$ cat config.mk
export PLATFORM = sky130hd
export DESIGN_NAME = uart_cmd_parser
export DESIGN_NICKNAME = d
export VERILOG_FILES = /design/src/rtl/uart_cmd_parser.sv
export SDC_FILE = /design/constraint.sdc
export NUM_CORES = 1
export LEC_CHECK = 0
export ABC_CLOCK_PERIOD_IN_PS = 2900
export BUFFER_PORTS_ARGS = -buffer_cell sky130_fd_sc_hd__buf_2
export CAP_MARGIN = 25
export CORE_UTILIZATION = 35
export CTS_BUF_LIST = sky130_fd_sc_hd__clkbuf_8
export DETAILED_ROUTE_END_ITERATION = 10
export SKIP_LAST_GASP = 1
export SYNTH_ARGS = -nofsm -noshare
export SYNTH_HDL_FRONTEND = slang
export SYNTH_SLANG_ARGS = --single-unit
$ cat constraint.sdc
create_clock -name bclk -period 2.9 [get_ports bclk]
set_input_delay 0.29 -clock bclk [delete_from_list [all_inputs] [get_ports bclk]]
set_output_delay 0.29 -clock bclk [all_outputs]
set_load 0.1 [all_outputs]
$ cat src/rtl/uart_cmd_parser.sv
// Frame controller: assembles UART bytes into register write strobes.
// Define UART_CMD_CHECKSUM_EN to append and verify an XOR checksum byte.
module uart_cmd_parser #(
    parameter int         DATA_BYTES = 4,
    parameter logic [7:0] HEADER     = 8'hAA,
    parameter int         TIMEOUT    = 4000
) (
    input  logic                    bclk,
    input  logic                    rst,
    input  logic                    rx_done,
    input  logic [7:0]              rx_dout,
    output logic                    wr_en,
    output logic [7:0]              wr_addr,
    output logic [8*DATA_BYTES-1:0] wr_data,
    output logic                    frame_err,
    output logic                    busy
);

    localparam int DW = 8 * DATA_BYTES;
    localparam int TW = $clog2(TIMEOUT + 1);
    localparam int BW = $clog2(DATA_BYTES + 1);

    typedef enum logic [2:0] {
        IDLE  = 3'd0,
        ADDR  = 3'd1,
        DATA  = 3'd2,
`ifdef UART_CMD_CHECKSUM_EN
        CHK   = 3'd3,
`endif
        WRITE = 3'd4
    } state_t;

    state_t        state_q, state_d;
    logic          rx_done_q, rx_done_d;
    logic          armed_q, armed_d;
    logic [TW-1:0] tcnt_q, tcnt_d;
    logic [BW-1:0] bcnt_q, bcnt_d;
    logic [7:0]    addr_sh_q, addr_sh_d;
    logic [DW-1:0] data_sh_q, data_sh_d;
`ifdef UART_CMD_CHECKSUM_EN
    logic [7:0]    chk_q, chk_d;
`endif
    logic          wr_en_q, wr_en_d;
    logic [7:0]    wr_addr_q, wr_addr_d;
    logic [DW-1:0] wr_data_q, wr_data_d;
    logic          frame_err_q, frame_err_d;

    logic          ev;
    logic          tmo;
    logic [DW-1:0] data_nx;

    // armed_q blocks a level left high across reset release from
    // being mistaken for a fresh byte
    assign ev      = rx_done & ~rx_done_q & armed_q;
    assign tmo     = ~ev & (tcnt_q == TW'(TIMEOUT - 1));
    assign data_nx = (data_sh_q << 8) | DW'(rx_dout);

    always_comb begin
        state_d     = state_q;
        rx_done_d   = rx_done;
        armed_d     = armed_q | ~rx_done;
        tcnt_d      = tcnt_q + TW'(1);
        bcnt_d      = bcnt_q;
        addr_sh_d   = addr_sh_q;
        data_sh_d   = data_sh_q;
`ifdef UART_CMD_CHECKSUM_EN
        chk_d       = chk_q;
`endif
        wr_en_d     = 1'b0;
        wr_addr_d   = wr_addr_q;
        wr_data_d   = wr_data_q;
        frame_err_d = 1'b0;

        if (ev || state_q == IDLE) begin
            tcnt_d = '0;
        end

        unique case (state_q)
            IDLE: begin
                if (ev && rx_dout == HEADER) begin
                    state_d = ADDR;
                end
            end
            ADDR: begin
                if (ev) begin
                    addr_sh_d = rx_dout;
`ifdef UART_CMD_CHECKSUM_EN
                    chk_d     = rx_dout;
`endif
                    bcnt_d    = '0;
                    state_d   = DATA;
                end else if (tmo) begin
                    frame_err_d = 1'b1;
                    state_d     = IDLE;
                end
            end
            DATA: begin
                if (ev) begin
                    data_sh_d = data_nx;
`ifdef UART_CMD_CHECKSUM_EN
                    chk_d     = chk_q ^ rx_dout;
`endif
                    bcnt_d    = bcnt_q + BW'(1);
                    if (bcnt_q == BW'(DATA_BYTES - 1)) begin
`ifdef UART_CMD_CHECKSUM_EN
                        state_d   = CHK;
`else
                        state_d   = WRITE;
                        wr_en_d   = 1'b1;
                        wr_addr_d = addr_sh_q;
                        wr_data_d = data_nx;
`endif
                    end
                end else if (tmo) begin
                    frame_err_d = 1'b1;
                    state_d     = IDLE;
                end
            end
`ifdef UART_CMD_CHECKSUM_EN
            CHK: begin
                if (ev) begin
                    if (rx_dout == chk_q) begin
                        state_d   = WRITE;
                        wr_en_d   = 1'b1;
                        wr_addr_d = addr_sh_q;
                        wr_data_d = data_sh_q;
                    end else begin
                        frame_err_d = 1'b1;
                        state_d     = IDLE;
                    end
                end else if (tmo) begin
                    frame_err_d = 1'b1;
                    state_d     = IDLE;
                end
            end
`endif
            // outputs were loaded on entry so they coincide with wr_en
            WRITE: begin
                state_d = IDLE;
            end
            default: begin
                state_d = IDLE;
            end
        endcase
    end

    always_ff @(posedge bclk or negedge rst) begin
        if (!rst) begin
            state_q     <= IDLE;
            rx_done_q   <= 1'b0;
            armed_q     <= 1'b0;
            tcnt_q      <= '0;
            bcnt_q      <= '0;
            addr_sh_q   <= '0;
            data_sh_q   <= '0;
`ifdef UART_CMD_CHECKSUM_EN
            chk_q       <= '0;
`endif
            wr_en_q     <= 1'b0;
            wr_addr_q   <= '0;
            wr_data_q   <= '0;
            frame_err_q <= 1'b0;
        end else begin
            state_q     <= state_d;
            rx_done_q   <= rx_done_d;
            armed_q     <= armed_d;
            tcnt_q      <= tcnt_d;
            bcnt_q      <= bcnt_d;
            addr_sh_q   <= addr_sh_d;
            data_sh_q   <= data_sh_d;
`ifdef UART_CMD_CHECKSUM_EN
            chk_q       <= chk_d;
`endif
            wr_en_q     <= wr_en_d;
            wr_addr_q   <= wr_addr_d;
            wr_data_q   <= wr_data_d;
            frame_err_q <= frame_err_d;
        end
    end

    assign wr_en     = wr_en_q;
    assign wr_addr   = wr_addr_q;
    assign wr_data   = wr_data_q;
    assign frame_err = frame_err_q;
    assign busy      = (state_q != IDLE);

endmodule

* Word-level counts from Yosys, hierarchy flattened *
Index checks and enable logic that the tools add are counted.

word-level totals
  RAM bits = 0
  bits in registers = 94
  memory bits (read-only) = 0
  bits of input ports = 11
  bits in latches = 0
  memories = 0
  output and inout bits = 43

cells by class
  multipliers = 0
  shift-type cells = 0
  bitwise logic cells = 8
  $add $sub $neg = 2
  magnitude comparators = 0
  reductions and logical operators = 11
  equality and inequality tests = 9
  muxes and demuxes = 16
  div/mod/pow operators = 0

operators with widths
  cell                   count
  $or 32x8->32           1
  $mux 3                 7
  $add 12x1->12 const B  1
  $eq 12x12->1 const B   1
  $mux 12                1
  $pmux 3 s3             1
  $eq 8x8->1 const B     1
  $eq 3x2->1 const B     2
  $mux 1                 6
  $pmux 3 s2             1
  $reduce_and 2->1       3
  $reduce_and 3->1       2
  $ne 2x2->1 const B     2
  $add 3x1->3 const B    1
  $and 1x1->1            3
  $eq 3x1->1 const B     1
  $logic_not 3->1        1
  $ne 3x3->1 const B     1
  $not 1->1              3
  $reduce_bool 3->1      1
  $ne 2x1->1 const B     1
  $reduce_bool 2->1      1
  $reduce_or 2->1        1
  $logic_and 1x1->1      1
  2 further kinds        2

* Longest topological paths before layout *
  depth in word-level cells = 8
  mapped depth = 6
  gate-level depth less buffers = 5

* Worst setup path after synthesis *
OpenSTA, ideal clock, no wires.

  kind = reg2reg
  start point = reg state_q[0]
  end point = reg tcnt_q[10]
  cell stages (with the launch flop) = 5
  setup slack = 0.715 ns
  path buffers = 1
  library setup time = 0.087 ns
  data arrival time = 2.098 ns
  required time = 2.813 ns
  cell sequence = dfrtp_1 or3_1 clkbuf_1 nand2_1 a21oi_1

between the ends
  cells in the longest elaborated chain, start to end = 3

RTL lines
  element                   line  text
  start: declaration        33    state_t state_q, state_d;
  start signal: assignment  164   state_q <= state_d;
  $logic_not 3->1           74    if (ev || state_q == IDLE) begin
  $logic_or 1x1->1          74
  $mux 12                   74
  via tcnt_d[10]            36    logic [TW-1:0] tcnt_q, tcnt_d;
  end signal: assignment    167   tcnt_q <= tcnt_d;
  end: declaration          36

The timed path passes the listed nets, and every way through them passes these cells.
A chain may end at the register's enable or synchronous reset.

* Worst setup path after layout *
  start point = reg state_q[0]
  end point = out busy

between the ends
  cells in the longest elaborated chain, start to end = 1

RTL lines
  element            line  text
  $reduce_bool 3->1  185   assign busy = (state_q != IDLE);
  end: declaration   16    output logic busy

Every way passes these cells.

==> impl_results.md <==
- Largest net degree at the start of global routing: 89
- Detail Placement HPWL: 4610 microns
- CTS tree: built
- XOR/XNOR Fraction of Synth Area: 0.925%
- Synth Area in Compound Gates: 2.77%
- Total CTS buffers: 9
- Startpoint Class: register
- Crit path time final: 1.99 ns
- Yosys top cell by area: dfrtp_1
- TNS Setup: 0 ns
- DR iter-0 viols: 61
- Largest family of logic cells by synthesized area: multiplexers
- Die Area: 11200 sq um
- Stages on worst setup path: 2
- Site Rows: 37
- Antenna fix cells: 0
- # DRC: 0
- Hold Path Stages: 1
- Multiplexer share of the synthesized area: 23.1%
- Post-synthesis register bit count: 94
- Async S/R FF share, synth: 100%
- Hold Vio Cnt, Final: 0
- Die Y: 106 microns
- # setup viols final: 0
- Simple-gate share of the synthesized area: 7.93%
- I/O Buffers: 53
- Ranking of synthesized cells by area: dfrtp_1 62%, mux2_2 18%, mux2_4 3.6%, buf_6 1.2%, ha_1 0.99%
- Worst VDD drop: 0.000334 V
- Internal power: 2030 uW
- Root buffer cell: clkbuf_8
- Share of layout cells above drive strength 1: 47.1%
- Via density: 4.76
- Clk Latency, worst-skew pair: 0.36 ns
- Top routing layer used: met4
- WS Path Type: reg2out
- Buf/Inv on CP: 1
- Crit-path cells: or3_1, buf_2
- Post-synthesis instance area: 3790 sq um
- EDFF count, synth: 0
- Clk buf depth: 2
- Combinational share of power: 5.7%
- DRT Wirelength: 6830 microns
- Final Max Tran Viols: 0
- Final Wtd Congestion: 0.694
- Syn Area/Cell: 15.3 sq um
- Initial Utilization: 36.4%
- Crit. End Element: output pin
- F_max: 503 MHz
- Top_reg_cell synth: dfrtp_1
- Clock Skews: 0.0106 ns
- Sequential-to-total area share from yosys stat: 62.1%
- DRT antenna net count: 0
- Status: complete, no violations
- M1 WL: 3490 microns
- Synth cell count leaders: 94 x dfrtp_1, 61 x mux2_2, 9 x mux2_4, 6 x nand3_1
- Post-Synthesis Cells: 248
- Via count: 2143
- Cell family with most CP delay: simple AND/OR/NAND/NOR gates
- Layout area overhead: 17.8%
- CORE AREA: 10400 sq um
- Power density over cell area: 586 nW/um^2
- Met3 WL: 300 microns
- Sequential Power Share: 53.6%
- Crit-path slowest cell: or3_1
- Routed WL per cell: 15.2 microns
- LEAKAGE: 0.00231 uW
- CTS sink count: 94
- Max incr delay on CP: 0.52 ns
- Nets@finish: 323
- Die X: 106 microns
- Met2 wire len: 2940 microns
- Number of max-cap violations: 0
- Sw frac: 22.3%
- Warnings from Yosys: 0
- 1st-pass router iterations: 4
- Final worst setup slack: 0.910 ns
- Synth top area share: 62.1%
- Global-route wire length before repair: 11400 microns
- CTS H-Tree Depth: 3
- Synth Net Count: 262
- Slew headroom: 52.5%
- Maximum fanout along the worst path: 7
- PostCTS Resize Cnt: 0
- Clock share of power: 40.6%
- Slew @ Worst Pin: 0.713 ns
- Initial antenna violation count: 0
- HP Class: in2reg
- Reg clk slew, reported paths: 0.10 ns
- RSZ-0062 raised after global routing: no
- Gr usage total: 13.1%
- WP data arrival: 1.70 ns
- Count leader, synth: dfrtp_1
- Worst endpoint required time: 2.61 ns
- Post-Synth Adder-Cell Area: 0.991%
- Fin crit share: 68.6%
- Pre-CTS setup slack: 0.894 ns
- Vias in the first global route: 2176
- Switching Power: 584 uW
- Count of cell types in the netlist: 40
- Worst reg-to-reg path cell count: 3
- Overflow after GRT: 0
- I/O pins: 54
==> worst reg2reg max path: stages, from the launching register on <==
cell	delay [ns]
dfrtp_1	0.47
nor3b_4	0.34
and2_1	0.64
mux2_2	0.42
==> timing repair <==
item                      4_1_cts  5_1_grt
hold endpoints to repair        6        0
buffers inserted                0        0
hold buffers                    1        0
==> metrics by stage <==
stage / instance area (sq um) / util, % / std cells / hold WS [ns] / power (uW)
floorplan: 3790 / - / 248 / -0.00559 / 1510
global placement: 4200 / 40.3 / 433 / 0.117 / 1580
detailed placement: 4200 / 40.3 / 433 / 0.116 / 1580
CTS: 4460 / 42.8 / 450 / 0.0576 / 2660
global route: 4460 / 42.8 / 450 / 0.0640 / 2720
finish: 4460 / 42.8 / 450 / 0.0764 / 2620
==> cells in the final DEF, fill, tap and decap left out, types with 4 or more instances in the layout <==
cell type  Yosys  layout
mux2_4         9       9
nand2_1        5       5
dfrtp_1       94      94
a21oi_1        5       5
nand3b_1       4       4
clkbuf_8       0      10
inv_1          4       4
buf_2          1      52
nand3_1        6       6
nor2_1         4       4
mux2_2        61      61
==> path summary, 6_finish.rpt <==
kind,from,to,slack [ns]
worst min register to register,tcnt_q[0]$_DFF_PN0_,tcnt_q[0]$_DFF_PN0_,0.49
worst max-delay path,state_q[0]$_DFFE_PN0P_,busy,0.91
max in group asynchronous,rst,wr_data[23]$_DFFE_PN0P_,1.94
min in group asynchronous,rst,tcnt_q[7]$_DFF_PN0_,0.28
worst max register to register,state_q[0]$_DFFE_PN0P_,data_sh_q[20]$_DFFE_PN0P_,0.91
worst min-delay path,rx_done,rx_done_q$_DFF_PN0_,0.08
==> logic make-up after synthesis <==
| group | Yosys count |
|---|---|
| AND/OR/NAND/NOR | 44 |
| adder cells (fa/ha/maj) | 3 |
| multiplexers | 75 |
| XOR/XNOR | 4 |
| AO/OA/AOI/OAI | 16 |
| buffers and inverters | 12 |
| flip-flops | 94 |
==> flip-flops by register name (all words and copies together), names as in the netlist <==
name / count
data_sh_q: 24
wr_en: 1
state_q: 3
armed_q: 1
wr_data: 32
addr_sh_q: 8
frame_err: 1
wr_addr: 8
bcnt_q: 3
tcnt_q: 12
rx_done_q: 1
==> power by group through the flow <==
stage / Combinational [uW] / Sequential [uW] / Clock (uW)
final: 150 / 1400 / 1060
after global routing: 165 / 1410 / 1140
after detailed placement: 153 / 1430 / 0
after floorplan: 95.8 / 1410 / 0
after global placement: 148 / 1430 / 0
after CTS: 154 / 1400 / 1100
==> area by class of cell <==
| type | count | area [sq um] |
|---|---|---|
| well taps | 136 | 170 |
| multi-input cells | 142 | 1350 |
| inverters | 5 | 21.3 |
| repair buffers | 57 | 313 |
| clock buffers | 10 | 138 |
| clock inverters | 6 | 115 |
| fillers | 996 | 5950 |
| flip-flops and latches | 94 | 2350 |
==> routing by layer <==
| metal | track usage, % | vias to the layer above |
|---|---|---|
| met1 | 19.1 | 1066 |
| met4 | 4.76 | 0 |
| met5 | 0 | - |
| met3 | 3.68 | 11 |
| li1 | - | 1017 |
| met2 | 18.5 | 49 |
Note: power is estimated with default switching activity, not from simulation.
